<file path="config.mk">
export PLATFORM = sky130hd
export DESIGN_NAME = line_buffer_ctrl
export DESIGN_NICKNAME = d
export VERILOG_FILES = /design/src/rtl/line_buffer_ctrl.sv
export SDC_FILE = /design/constraint.sdc
export NUM_CORES = 1
export LEC_CHECK = 0
export ABC_AREA = 1
export CORE_AREA = 5 5 158 160
export DETAILED_ROUTE_END_ITERATION = 12
export DIE_AREA = 0 0 163 165
export MAX_ROUTING_LAYER = met4
export PLACE_DENSITY = 0.39
export REMOVE_ABC_BUFFERS = 1
export SYNTH_ARGS = -nofsm -noshare
export SYNTH_HDL_FRONTEND = slang
export SYNTH_SLANG_ARGS = --single-unit
</file>
<file path="constraint.sdc">
create_clock -name clk -period 3.8 [get_ports clk]
set_input_delay 0.38 -clock clk [delete_from_list [all_inputs] [get_ports clk]]
set_output_delay 0.38 -clock clk [all_outputs]
set_load 0.1 [all_outputs]
</file>
<file path="src/rtl/line_buffer_ctrl.sv">
// Line-buffer controller: steers pixel writes around a ring of line SRAMs,
// tracks fill level and frame position, and appends internal flush rows so
// the window datapath can emit the bottom border without extra input.
//
// Handshake: a pixel is accepted on a rising edge where clken=1 and
// in_ready=1 (in_ready is low only while flushing); there is no back-pressure
// on the output side, and out_valid is a one-cycle qualifier for out_col/out_row.
module line_buffer_ctrl #(
    parameter int NUM_LINE   = 5,
    parameter int AWIDTH     = 11,
    parameter int HWIDTH     = 11,
    parameter int FLUSH_ROWS = 2,
    localparam int PW        = (NUM_LINE > 1) ? $clog2(NUM_LINE) : 1
) (
    input  logic                clk,
    input  logic                rst,
    input  logic                clken,
    input  logic                sof,
    input  logic [AWIDTH-1:0]   width,
    input  logic [HWIDTH-1:0]   height,
    output logic                in_ready,
    output logic [NUM_LINE-1:0] wr_en,
    output logic [AWIDTH-1:0]   wr_addr,
    output logic [AWIDTH-1:0]   rd_addr,
    output logic [PW-1:0]       head_ptr,
    output logic [NUM_LINE-1:0] valid,
    output logic                out_valid,
    output logic [AWIDTH-1:0]   out_col,
    output logic [HWIDTH-1:0]   out_row,
    output logic                frame_done,
    output logic [1:0]          fsm_state
);

    localparam int FILL_DEPTH = NUM_LINE - 1 - FLUSH_ROWS;
    localparam int FCW        = $clog2(NUM_LINE) + 1;
    localparam logic [HWIDTH-1:0] FILL_ROWS  = HWIDTH'(FILL_DEPTH);
    localparam logic [FCW-1:0]    FLUSH_LAST = FCW'((FLUSH_ROWS > 0) ? FLUSH_ROWS - 1 : 0);
    localparam logic [PW-1:0]     HEAD_MAX   = PW'(NUM_LINE - 1);

    typedef enum logic [1:0] {IDLE, FILL, RUN, FLUSH} state_t;

    state_t              state, state_n;
    logic [AWIDTH-1:0]   col, width_r;
    logic [HWIDTH-1:0]   rows_done, height_r;
    logic [PW-1:0]       head;
    logic [FCW-1:0]      flush_cnt;
    logic                done_pend;

    logic                start, pix, fl_stb, stb, wrap, last_pix, last_flush, emit;
    logic [AWIDTH-1:0]   cur_col, cur_w;
    logic [HWIDTH-1:0]   cur_rows, cur_h, rows_inc;
    logic [PW-1:0]       cur_head, head_inc;
    logic [NUM_LINE-1:0] line_sel, valid_base;

    assign head_ptr  = head;
    assign fsm_state = state;

    // Strobe decode, current-position selection (sof restarts at 0,0) and next state.
    always_comb begin
        start      = clken && sof && (state != FLUSH);
        pix        = clken && !sof && ((state == FILL) || (state == RUN));
        fl_stb     = (state == FLUSH);
        stb        = start || pix || fl_stb;
        cur_col    = start ? '0 : col;
        cur_rows   = start ? '0 : rows_done;
        cur_head   = start ? '0 : head;
        cur_w      = start ? width : width_r;
        cur_h      = start ? height : height_r;
        valid_base = start ? '0 : valid;
        line_sel   = NUM_LINE'(1) << cur_head;
        wrap       = stb && (cur_col == cur_w - AWIDTH'(1));
        rows_inc   = (cur_rows == '1) ? cur_rows : cur_rows + HWIDTH'(1);
        head_inc   = (cur_head == HEAD_MAX) ? '0 : cur_head + PW'(1);
        last_pix   = (start || pix) && wrap && (cur_rows == cur_h - HWIDTH'(1));
        last_flush = fl_stb && wrap && (flush_cnt == FLUSH_LAST);
        emit       = stb && (cur_rows >= FILL_ROWS);
        state_n    = state;
        if (start || pix) begin
            if (last_pix)
                state_n = (FLUSH_ROWS > 0) ? FLUSH : IDLE;
            else if ((wrap ? rows_inc : cur_rows) >= FILL_ROWS)
                state_n = RUN;
            else
                state_n = FILL;
        end else if (last_flush) begin
            state_n = IDLE;
        end
    end

    // State register.
    always_ff @(posedge clk) begin
        if (!rst) state <= IDLE;
        else      state <= state_n;
    end

    // Position counters, ring pointer, fill tracking and registered outputs.
    always_ff @(posedge clk) begin
        if (!rst) begin
            col        <= '0;
            width_r    <= '0;
            rows_done  <= '0;
            height_r   <= '0;
            head       <= '0;
            flush_cnt  <= '0;
            done_pend  <= 1'b0;
            valid      <= '0;
            wr_en      <= '1;
            wr_addr    <= '0;
            rd_addr    <= '0;
            out_valid  <= 1'b0;
            out_col    <= '0;
            out_row    <= '0;
            frame_done <= 1'b0;
            in_ready   <= 1'b1;
        end else begin
            in_ready   <= (state_n != FLUSH);
            frame_done <= done_pend;
            done_pend  <= (last_pix && (FLUSH_ROWS == 0)) || last_flush;
            wr_en      <= '1;
            out_valid  <= 1'b0;
            if (start) begin
                width_r  <= width;
                height_r <= height;
            end
            if (start || last_pix)
                flush_cnt <= '0;
            else if (fl_stb && wrap)
                flush_cnt <= flush_cnt + FCW'(1);
            if (stb) begin
                col     <= wrap ? '0 : cur_col + AWIDTH'(1);
                wr_addr <= cur_col;
                rd_addr <= cur_col;
                if (wrap) begin
                    head      <= head_inc;
                    rows_done <= rows_inc;
                    valid     <= valid_base | line_sel;
                end else begin
                    head      <= cur_head;
                    rows_done <= cur_rows;
                    valid     <= valid_base;
                end
                if (start || pix)
                    wr_en <= ~line_sel;
                if (emit) begin
                    out_valid <= 1'b1;
                    out_col   <= cur_col;
                    out_row   <= cur_rows - FILL_ROWS;
                end
            end
        end
    end

endmodule

</file>
==> results.ini <==
[status]
status = complete, no violations

[placed_design]
place_hpwl_um = 13300
placed_area_um2 = 6920
place.gp.congestion = 0.834
pre_cts_ws_ns = 0.0498
dp_cells = 1235
io_buffers = 87

[detailed_routing]
drt_iter0_markers = 244
highest-signal-layer = met4
wl_met2_um = 8310
wl_met3_um = 646
drc = 0
wl_per_cell_um = 13.8
ant_nets = 0
wirelength_um = 17300
drtPass1Iterations = 4
vias = 5314
wl_met1_um = 7970
routed_via_density = 4.25

[worst_setup_path]
crit_path_end_kind = register
slowest_delay_ns = 0.34
crit_arrival_ns = 3.68
crit_family = simple AND/OR/NAND/NOR gates
crit_path_start_kind = register
critPathMaxFanout = 7
crit_path_frequent_cell = nand2_1
crit_path_top_delay_cell = dfxtp_1
crit_cells = 25
critPathKind = register to register
reg2regPathDepth = 25
cp_num_buf_inv = 3
cp.required_ns = 4.05

[synth]
synth_common_cells = nand2_1 (205), inv_1 (114), dfxtp_1 (100), nor2_1 (97), nand3_1 (56)
synthCells = 845
synth_top_area_share = 0.349
seq_area_frac_synth = 0.349
synth_warnings = 0
ys_top_cells_by_area = dfxtp_1 (35%), nand2_1 (13%), inv_1 (7.5%)
synth.most_common_cell = nand2_1
syn_avg_cell_area_um2 = 6.79
yosys.area.top_type = dfxtp_1
netlist-cell-type-count = 50
ys_async_sr_fraction = 0
synth_edf_count = 0
synth_area_um2 = 5740
synth-seq-cells = 100
ys.flop_type = dfxtp_1

[clock_network]
htreeDepth = 3
cts.clk_slew.worst_paths_ns = 0.07
cts_buffers = 9
cts_root_buffer = clkbuf_16
clock_sinks = 100
worstSkewPairLatency_ns = 0.36
cts_resized = 0
ctsHoldBuffers = 0
clockBufferDepth = 2
cts_tree = built
post_cts_buffers = 0

[global_route]
grt_start_max_net_pins = 41
grt_pass1_vias = 5270
overflow = 0
grt_pass1_wl_um = 27600
track_usage = 0.135
antenna_found_initial = 0

[finish]
area_delta_synth_final_pct = 25.7
final_cells = 1251
regArea_um2 = 2000
final_nets = 968
design_area_um2 = 7210
num-fill-cells = 2632
drive_gt1_frac = 0.102
multi_input_area_um2 = 3040
diodes = 0

[sta]
fin_skew_ns = 0.00788
slew_headroom = 0.335
finalSetupTns_ns = 0
setup_viol = 0
fmax_mhz = 292
hold_violations = 0
tightest_slew_ns = 0.994
slew_violations = 0
fin_crit_ns = 3.43
timing.final.ws_setup_ns = 0.370
rsz0062_at_grt = no
timing.final.crit_share = 0.903

[power]
p_leak_nw = 3.13
peakVddDrop_mv = 0.164
p_per_area_nw_per_um2 = 343

[floorplanning]
die_h_um = 165
pin_count = 88
core-area_um2 = 23300
initial_core_util = 0.247
die-width_um = 163
die-area_um2 = 26900
std_cell_rows = 56

[job]
maxCapViolations = 0

[min_path]
worstHoldPathType = register to register
hold_depth = 2

cells by family (layout without fill, tap and decap cells):
logic type / after synthesis / after routing / synth area share
XOR/XNOR: 21 / 21 / 0.0321
flip-flops: 100 / 100 / 0.349
buffers and inverters: 156 / 243 / 0.122
AO/OA/AOI/OAI: 109 / 109 / 0.104
adder cells (fa/ha/maj): 15 / 15 / 0.0327
multiplexers: 3 / 3 / 0.00523
AND/OR/NAND/NOR: 441 / 441 / 0.356
layout make-up:
type	count	share of cell area
Multi-Input combinational cell	589	0.422
Sequential cell	100	0.278
Timing Repair Buffer	107	0.143
Inverter	120	0.0624
Tap cell	319	0.0553
Clock buffer	11	0.0323
Clock inverter	5	0.00729
where the power goes:
group	switching (mW)	total (mW)	internal (mW)	leakage [nW]
clock	0.419	0.928	0.508	0.139
sequential	0.0103	1.08	1.07	0.810
combinational	0.318	0.467	0.150	2.18
layout by cell type (no fill, tap or decap), drive strengths merged, types with 8 or more instances in the layout:
cell type	count
nand2	226
inv	119
nor2	116
dfxtp	100
clkdlybuf4s50	87
nand3	62
o21ai	49
a21oi	42
buf	20
nand4	16
ha	15
xor2	14
clkbuf	11
nor3	8
worst reg2reg max path, delay by kind of cell (launching register included):
family	cells	cell delay, ns
adders and majority gates	2	0.54
buffers and inverters	3	0.27
AOI/OAI and AO/OA	2	0.34
and+or+nand+nor	18	1.80
DFF	1	0.34
sequential cells by signal (all words and copies together), names as in the netlist, 5 cells and up:
name	count
rows_done	11
valid	5
height_r	11
col	11
width_r	11
out_row	11
out_col	11
wr_en	5
rd_addr	11
metal layers:
metal	vias up	track usage
met5	-	-
met4	0	0.0431
met2	97	0.226
met3	18	0.0232
met1	2366	0.165
li1	2833	-
final timing paths:
path,from,endpoint,slack (ns)
worst max register to register,fsm_state[0],in_ready,0.37
worst max-delay path,fsm_state[0],in_ready,0.37
worst min register to register,done_pend,frame_done,0.43
worst min-delay path,done_pend,frame_done,0.43
through the flow:
| stage | hold slack [ns] | power, mW | utilization |
|---|---|---|---|
| floorplan | 0.390 | 1.43 | - |
| global placement | 0.426 | 1.58 | 0.298 |
| detailed placement | 0.431 | 1.58 | 0.298 |
| CTS | 0.444 | 2.53 | 0.310 |
| global route | 0.458 | 2.61 | 0.310 |
| finish | 0.434 | 2.48 | 0.310 |
No activity file was read; power rests on OpenSTA's default activity.
